--- src/rtl/sp1_rrmux_pkg.sv ---
// sp1_rrmux_pkg: arbitration mode constants and elaboration/encoding helpers shared by the rrmux slice.
package sp1_rrmux_pkg;
  localparam int SP1_ARB_RR  = 0;
  localparam int SP1_ARB_FIX = 1;
  function automatic int clog2(input int v);
    int r;
    r = 0;
    for (int i = 0; i < 31; i++) if ((1 << i) < v) r = i + 1;
    return r;
  endfunction
  function automatic logic [2:0] oh2idx(input logic [7:0] oh);
    logic [2:0] r;
    r = '0;
    for (int i = 0; i < 8; i++) r = r | (3'(i) & {3{oh[i]}});
    return r;
  endfunction
endpackage

--- src/rtl/sp1_rrarb.sv ---
// sp1_rrarb: one-hot round-robin / fixed-priority grant over req, owning the wrap-modulo-N pointer.
module sp1_rrarb
  import sp1_rrmux_pkg::*;
#(
  parameter int N    = 4,
  parameter int MODE = SP1_ARB_RR
) (
  input  logic         clk,
  input  logic         rst,
  input  logic [N-1:0] req,
  input  logic         adv,
  output logic [N-1:0] grant
);
  localparam int SW = clog2(N);
  logic [SW-1:0] ptr_q, ptr_d;
  logic [N-1:0]  rot, rot_g;
  logic [2:0]    gi;
  // Rotate so ptr sits at bit 0, isolate the lowest set bit, rotate back.
  always_comb begin
    rot   = N'({req, req} >> ptr_q);
    rot_g = rot & (~rot + N'(1));
    grant = N'(({rot_g, rot_g} << ptr_q) >> N);
    gi    = oh2idx(8'(grant));
    ptr_d = (MODE == SP1_ARB_FIX) ? '0 : !adv ? ptr_q : (gi == 3'(N - 1)) ? '0 : SW'(gi + 3'd1);
  end
  always_ff @(posedge clk or negedge rst)
    if (!rst) ptr_q <= '0;
    else ptr_q <= ptr_d;
endmodule

--- src/rtl/sp1_rrmux.sv ---
// sp1_rrmux: registered N-channel arbitrating mux with valid/ready on every channel and on the output.
module sp1_rrmux
  import sp1_rrmux_pkg::*;
#(
  parameter int DW   = 8,
  parameter int N    = 4,
  parameter int SW   = 2,
  parameter int MODE = SP1_ARB_RR
) (
  input  logic            clk,
  input  logic            rst,
  input  logic [N-1:0]    in_valid,
  input  logic [N*DW-1:0] in_data,
  output logic [N-1:0]    in_ready,
  output logic            out_valid,
  output logic [DW-1:0]   out_data,
  output logic [SW-1:0]   out_ch,
  input  logic            out_ready
);
  if (SW != clog2(N)) begin : g_sw_chk
    $error("sp1_rrmux: SW=%0d does not match clog2(N)=%0d", SW, clog2(N));
  end
  logic [N-1:0]  grant;
  logic          take, xfer;
  logic [DW-1:0] mux;
  logic          out_valid_q, out_valid_d;
  logic [DW-1:0] out_data_q, out_data_d;
  logic [SW-1:0] out_ch_q, out_ch_d;
  sp1_rrarb #(.N(N), .MODE(MODE)) u_arb (
    .clk  (clk),
    .rst  (rst),
    .req  (in_valid),
    .adv  (xfer),
    .grant(grant)
  );
  // Ready is masked by rst so nothing is offered while the block is held in reset.
  always_comb begin
    take     = !out_valid_q || out_ready;
    in_ready = grant & {N{take && rst}};
    xfer     = |in_ready;
    mux      = '0;
    for (int i = 0; i < N; i++) mux = mux | (in_data[i*DW +: DW] & {DW{grant[i]}});
    out_valid_d = xfer ? 1'b1 : out_ready ? 1'b0 : out_valid_q;
    out_data_d  = xfer ? mux : out_data_q;
    out_ch_d    = xfer ? SW'(oh2idx(8'(grant))) : out_ch_q;
  end
  always_ff @(posedge clk or negedge rst)
    if (!rst) begin
      out_valid_q <= 1'b0;
      out_data_q  <= '0;
      out_ch_q    <= '0;
    end else begin
      out_valid_q <= out_valid_d;
      out_data_q  <= out_data_d;
      out_ch_q    <= out_ch_d;
    end
  assign out_valid = out_valid_q;
  assign out_data  = out_data_q;
  assign out_ch    = out_ch_q;
endmodule

--- config.mk ---
export PLATFORM = sky130hd
export DESIGN_NAME = sp1_rrmux
export DESIGN_NICKNAME = d
export VERILOG_FILES = /design/src/rtl/sp1_rrmux_pkg.sv /design/src/rtl/sp1_rrarb.sv /design/src/rtl/sp1_rrmux.sv
export SDC_FILE = /design/constraint.sdc
export NUM_CORES = 1
export LEC_CHECK = 0
export CORE_MARGIN = 10
export CORE_UTILIZATION = 36
export CTS_BUF_LIST = sky130_fd_sc_hd__clkbuf_8 sky130_fd_sc_hd__clkbuf_16
export DETAILED_ROUTE_END_ITERATION = 10
export GPL_ROUTABILITY_DRIVEN = 0
export PLACE_DENSITY = 0.78
export RECOVER_POWER = 50
export SLEW_MARGIN = 25
export SYNTH_ARGS = -nofsm -noshare
export SYNTH_HDL_FRONTEND = slang
export SYNTH_HIERARCHICAL = 1
export SYNTH_SLANG_ARGS = --single-unit
--- constraint.sdc ---
create_clock -name clk -period 3.3 [get_ports clk]
set_input_delay 0.66 -clock clk [delete_from_list [all_inputs] [get_ports clk]]
set_output_delay 0.66 -clock clk [all_outputs]
set_load 0.01 [all_outputs]
# [Yosys cells after proc, flatten, opt, wreduce, memory -nomap -nowiden]
# Cells that the tools add are included.
[word_totals] reg_bits=13 output_inout_bits=15 elab_cells=29
[classes] n_addsub=2 n_eq_ne=1 shifts=2 muxes=3 bitwise_logic=12 reduce_logical=5
[op_table] operator="bitwise AND 8 bit" count=4
[op_table] operator="bitwise OR 8 bit" count=3
[op_table] operator="bitwise AND 4 bit" count=2
[op_table] operator="<< shifter 8 x 2 -> 8 bit" count=1
[op_table] operator=">> shifter 8 x 2 -> 4 bit" count=1
[op_table] operator="adder 4 x 1 -> 4 bit (second input constant)" count=1
[op_table] operator="NOT 4 bit" count=1
[op_table] operator="OR reduction 4 bit" count=1
[op_table] operator="adder 2 x 1 -> 2 bit (second input constant)" count=1
[op_table] operator="== test 2 bit (second input constant)" count=1
[op_table] operator="2-to-1 mux 1 bit" count=2
[op_table] operator="2-to-1 mux 2 bit" count=1
[op_table] operator="bitwise OR 1 x 2 -> 2 bit" count=1
[op_table] operator="bitwise OR 2 bit" count=1
[op_table] operator="nonzero test 2 bit" count=1
[op_table] operator="logical AND 1 bit" count=1
[op_table] operator="logical NOT 1 bit" count=1
[op_table] operator="logical OR 1 bit" count=1

# [Depth between registers and ports, before layout]
[depth] word_depth=9 ltp_mapped=12 mapped_depth_nobuf=10

# [By module]
# Netlist, hierarchy kept.
[by_module_without_submodules] mod="sp1_rrmux" n_inst=1 cells_each=62 area_each_um2=669.4
[by_module_without_submodules] mod="sp1_rrarb" n_inst=1 cells_each=30 area_each_um2=215.2

# [Worst setup path before layout]
# Ideal clock, no wire load.
[synth_timing] path_kind="input to register" startpoint="input port in_valid[2]" endpoint="register out_data_q[0], in the netlist out_data[0]" setup_ps=125 arrival_time_ps=2317 required_ps=3175 path_slack_ps=858 path_stages=9 path_cell_list="nand2b_1 -> a21oi_1 -> o22ai_1 -> and2_2 -> buf_6 -> or4_4 -> nand3_2 -> buf_12 -> mux2_4"
[synth_via] elab_chain_len=9 word_cells_on_any_way=14 classes_between="add/sub: 1; shift: 2; bitwise: 10; reduce/logical: 1"
[synth_rtl] element="start, declared" line_no="sp1_rrmux.sv:12" source="input logic [N-1:0] in_valid,"
[synth_rtl] element=">> shifter 8 x 2 -> 4 bit *" line_no="sp1_rrarb.sv:20" source="rot = N'({req, req} >> ptr_q);"
[synth_rtl] element="NOT 4 bit" line_no="sp1_rrarb.sv:21" source="rot_g = rot & (~rot + N'(1));"
[synth_rtl] element="adder 4 x 1 -> 4 bit" line_no="sp1_rrarb.sv:21"
[synth_rtl] element="bitwise AND 4 bit *" line_no="sp1_rrarb.sv:21"
[synth_rtl] element="<< shifter 8 x 2 -> 8 bit *" line_no="sp1_rrarb.sv:22" source="grant = N'(({rot_g, rot_g} << ptr_q) >> N);"
[synth_rtl] element="named net grant[0]" line_no="sp1_rrmux.sv:23" source="logic [N-1:0] grant;"
[synth_rtl] element="bitwise AND 8 bit" line_no="sp1_rrmux.sv:42" source="for (int i = 0; i < N; i++) mux = mux | (in_data[i*DW +: DW] & {DW{grant[i]}});"
[synth_rtl] element="bitwise OR 8 bit (3 in a row)" line_no="sp1_rrmux.sv:42"
[synth_rtl] element="end signal, assigned" line_no="sp1_rrmux.sv:54" source="out_data_q <= out_data_d;"
[synth_rtl] element="end, declared" line_no="sp1_rrmux.sv:27" source="logic [DW-1:0] out_data_q, out_data_d;"
# The timed path passes the listed nets; every way through them passes the cells marked *.
# A chain may end at the register's enable or synchronous reset.

# [Worst setup path in the final report]
[layout_timing] startpoint="input port in_valid[1]" endpoint="output port in_ready[0]"
[layout_via] elab_chain_len=6
[layout_rtl] element=">> shifter 8 x 2 -> 4 bit *" line_no="sp1_rrarb.sv:20"
[layout_rtl] element="NOT 4 bit" line_no="sp1_rrarb.sv:21"
[layout_rtl] element="adder 4 x 1 -> 4 bit" line_no="sp1_rrarb.sv:21"
[layout_rtl] element="bitwise AND 4 bit *" line_no="sp1_rrarb.sv:21"
[layout_rtl] element="<< shifter 8 x 2 -> 8 bit *" line_no="sp1_rrarb.sv:22"
[layout_rtl] element="named net grant[0]" line_no="sp1_rrmux.sv:23"
[layout_rtl] element="bitwise AND 4 bit *" line_no="sp1_rrmux.sv:39" source="in_ready = grant & {N{take && rst}};"
[layout_rtl] element="end, declared" line_no="sp1_rrmux.sv:14" source="output logic [N-1:0] in_ready,"
# Marked as above.

==> impl_metrics.yaml <==
run_status:
  status: "finished, final reports clean"
drt:
  totalWireLength_um: 3178
  ant_nets: 0
  drtIter0Drc: 24
  route.detailed.drc: 0
  wl_per_cell_um: 18.06
  vias: 951
  drt_pass1_iterations: 4
  via_per_inst: 5.403
clock_tree:
  root_buffer: "clkbuf_8"
  cts_sinks: 13
  numCtsBuffers: 3
  cts_tree: "built"
  clkTransAtPathRegs_ns: 0.05
  htreeDepth: 1
  cts.hold.buffers_added: 0
  clockBufferDepth: 2
  insertion_delay_ns: 0.24
synthesis:
  synth_top_family_by_area: "compound AO/OA/AOI/OAI gates"
  synthSimpleGateAreaFrac_pct: 19.52
  synth_xor_area_share_pct: 0
  synthMuxAreaShare_pct: 12.73
  synth_fp_nets: 131
  yosysUniqueCellTypes: 26
  yosysSeqAreaShare_pct: 36.78
  ys_warn_count: 6
  synth-compound-area-share_pct: 24.05
  avgSynthCellArea_um2: 9.615
  postSynthCellCount: 92
  syn_area_um2: 884.6
  synth_fa_ha_area_share_pct: 0
  ys_ff_latch: 13
worst_setup_path:
  crit_chain: "clkdlybuf4s50_1 -> nor2_1 -> a21oi_1 -> o22ai_1 -> and2_4 -> and3_1 -> clkdlybuf4s50_1"
  worst-setup-path-type: "in2out"
  path_max_fanout: 10
  cpMostUsedCell: "clkdlybuf4s50_1"
  required_ns: 2.64
  critPathCaptureType: "output port"
  path_buf_inv: 2
  crit_path_start: "in_valid[1]"
  r2r_start: "u_arb/ptr_q[0]"
  slowest_stage: "clkdlybuf4s50_1"
  r2r_slack_ns: 0.79
  max_stage_delay_ns: 0.54
  cp.arrival_ns: 2.52
  critPathLaunchType: "input pin"
  path_delay_family: "buffers and inverters"
floorplan:
  initial_core_util_pct: 38.87
  die_width_um: 69.57
  core_area_mm2: 0.002276
  die_y_um: 69.57
  io_pins: 54
  die_area_mm2: 0.004840
  rows: 17
global_routing:
  grt_pass1_wl_um: 5085
  grt_pass1_vias: 991
  gr-usage-met3_pct: 5.849
  met1_usage_pct: 13.03
  grt_antenna_before_repair: 0
  grt_usage_pct: 12.59
  met2_usage_pct: 22.78
  grt_max_degree: 13
  grt_remaining_overflow: 0
  busiest_layer: "met2"
timing:
  fmax_ghz: 0.3143
  fin_crit_sh_pct: 96.42
  clock_skew_ns: 0.0004533
  finalHoldViolCount: 0
  slew_viol_final: 0
  fin_crit_ns: 3.182
  rsz0062_at_grt: "no"
  setup_viol: 0
  tns_ns: 0
  slew-limit-headroom_pct: 56.37
  worst_pin_slew_ns: 0.6544
layout:
  drive_gt1_share_pct: 12.16
  nets: 188
  design_area_mm2: 0.001480
  area_delta_synth_final_pct: 67.33
  diodes: 0
min_path:
  min_from: "out_ch[1]"
  hp-class: "reg2reg"
pwr:
  peakVddDrop_uv: 456.5
  p_leak_nw: 0.6750
  powerDensity_mw_per_mm2: 679.3
placement:
  portBuffers: 53
  post_dp_cell_area_mm2: 0.001438
  dp_hpwl_um: 2600
run:
  cap_violations: 0
[registers in the layout (all words and copies together), names as in the netlist]
signal	count
out_data	8
out_ch	2
u_arb/ptr_q	2
out_valid	1
[logic make-up (layout without fill, tap and decap cells)]
logic type / after synthesis / count (layout)
AND/OR/NAND/NOR: 31 / 31
AO/OA/AOI/OAI: 30 / 30
flip-flops: 13 / 13
buffers and inverters: 10 / 66
multiplexers: 8 / 8
[worst register-to-register path: cells and delay by family (launching register included)]
family | cells | cell delay [ns]
compound gates | 2 | 0.31
simple gates | 4 | 1.25
flops | 1 | 0.44
mux | 1 | 0.39
[timing repair]
action                                 in CTS  in global routing
gates resized for setup                     0                  1
setup endpoints to repair                   0                  1
endpoints found under the hold margin       0                  0
setup buffers                               0                  0
[through the flow]
stage	setup WS (ns)	instances	power [W]	utilization (%)	hold slack [ns]
2_1_floorplan	0.8576	92	0.0006305	-	0.3644
3_3_place_gp	0.1717	172	0.0008690	63.17	0.4925
3_5_place_dp	0.08716	172	0.0008829	63.17	0.4762
4_1_cts	0.08700	176	0.001032	65.15	0.4966
5_1_grt	0.03433	176	0.001083	65.04	0.5144
6_report	0.1181	176	0.001005	65.04	0.5007
[where the power goes]
part / internal [W] / switching [W] / leakage [nW]
Combinational: 0.000331 / 0.000246 / 0.491
Sequential: 0.000236 / 0.0000536 / 0.157
Clock: 0.0000822 / 0.0000566 / 0.0269
[worst paths after layout]
kind	endpoint	cells after the start
worst min-delay path	out_ch[1]	1
worst min register to register	out_ch[1]	1
worst max register to register	out_data[7]	7
max in group asynchronous	u_arb/ptr_q[0]	2
worst max-delay path	in_ready[0]	7
min in group asynchronous	out_data[4]	1
[cell usage in the layout (no fill, tap or decap), types with 2 or more instances in the layout]
cell type        synthesis  layout
clkdlybuf4s50_1          0      45
a22oi_1                 16      16
dfrtp_1                 13      13
nand2_1                 11      11
dlygate4sd3_1            0       8
inv_1                    5       6
mux2_4                   6       6
and3_1                   5       5
nor2_1                   4       4
o21ai_0                  4       4
clkbuf_8                 0       3
buf_4                    0       3
nor3_1                   3       3
a21oi_1                  3       3
nand2b_1                 2       2
o2bb2ai_1                2       2
mux2_2                   2       2
o31a_1                   2       2
[per-layer routing]
layer / vias to the layer above / wire [um]
met4: 0 / 8
met5: - / 0
met2: 37 / 1731
met1: 459 / 1172
li1: 453 / -
met3: 2 / 266
[area by class of cell]
cell class | count | area [um^2]
fillers | 187 | 795.8
repair buffers | 57 | 556.8
multi-input cells | 69 | 499.2
flip-flops and latches | 13 | 325.3
clock buffers | 3 | 41.29
well taps | 28 | 35.03
inverters | 5 | 18.77
clock inverters | 1 | 3.754
[Yosys cell counts]
cell / number / area share, %
nor2b_4: 1 / 1.6
or4_4: 1 / 1.3
o31a_1: 2 / 2.0
dfrtp_1: 13 / 37
a2bb2oi_1: 1 / 0.99
and3b_1: 1 / 0.99
inv_1: 5 / 2.1
and3_1: 5 / 3.5
o22ai_1: 1 / 0.71
nand2b_1: 2 / 1.4
a21boi_0: 1 / 0.85
a21oi_1: 3 / 1.7
nor2_1: 4 / 1.7
nor2b_1: 1 / 0.71
buf_6: 1 / 1.3
o2bb2ai_1: 2 / 2.0
clkbuf_1: 3 / 1.3
and2_2: 1 / 0.85
a22oi_1: 16 / 14
nand3_2: 1 / 1.1
nand2_1: 11 / 4.7
buf_12: 1 / 2.3
o21ai_0: 4 / 2.3
mux2_4: 6 / 10
mux2_2: 2 / 2.5
nor3_1: 3 / 1.7
No activity file was read; power rests on OpenSTA's default activity.
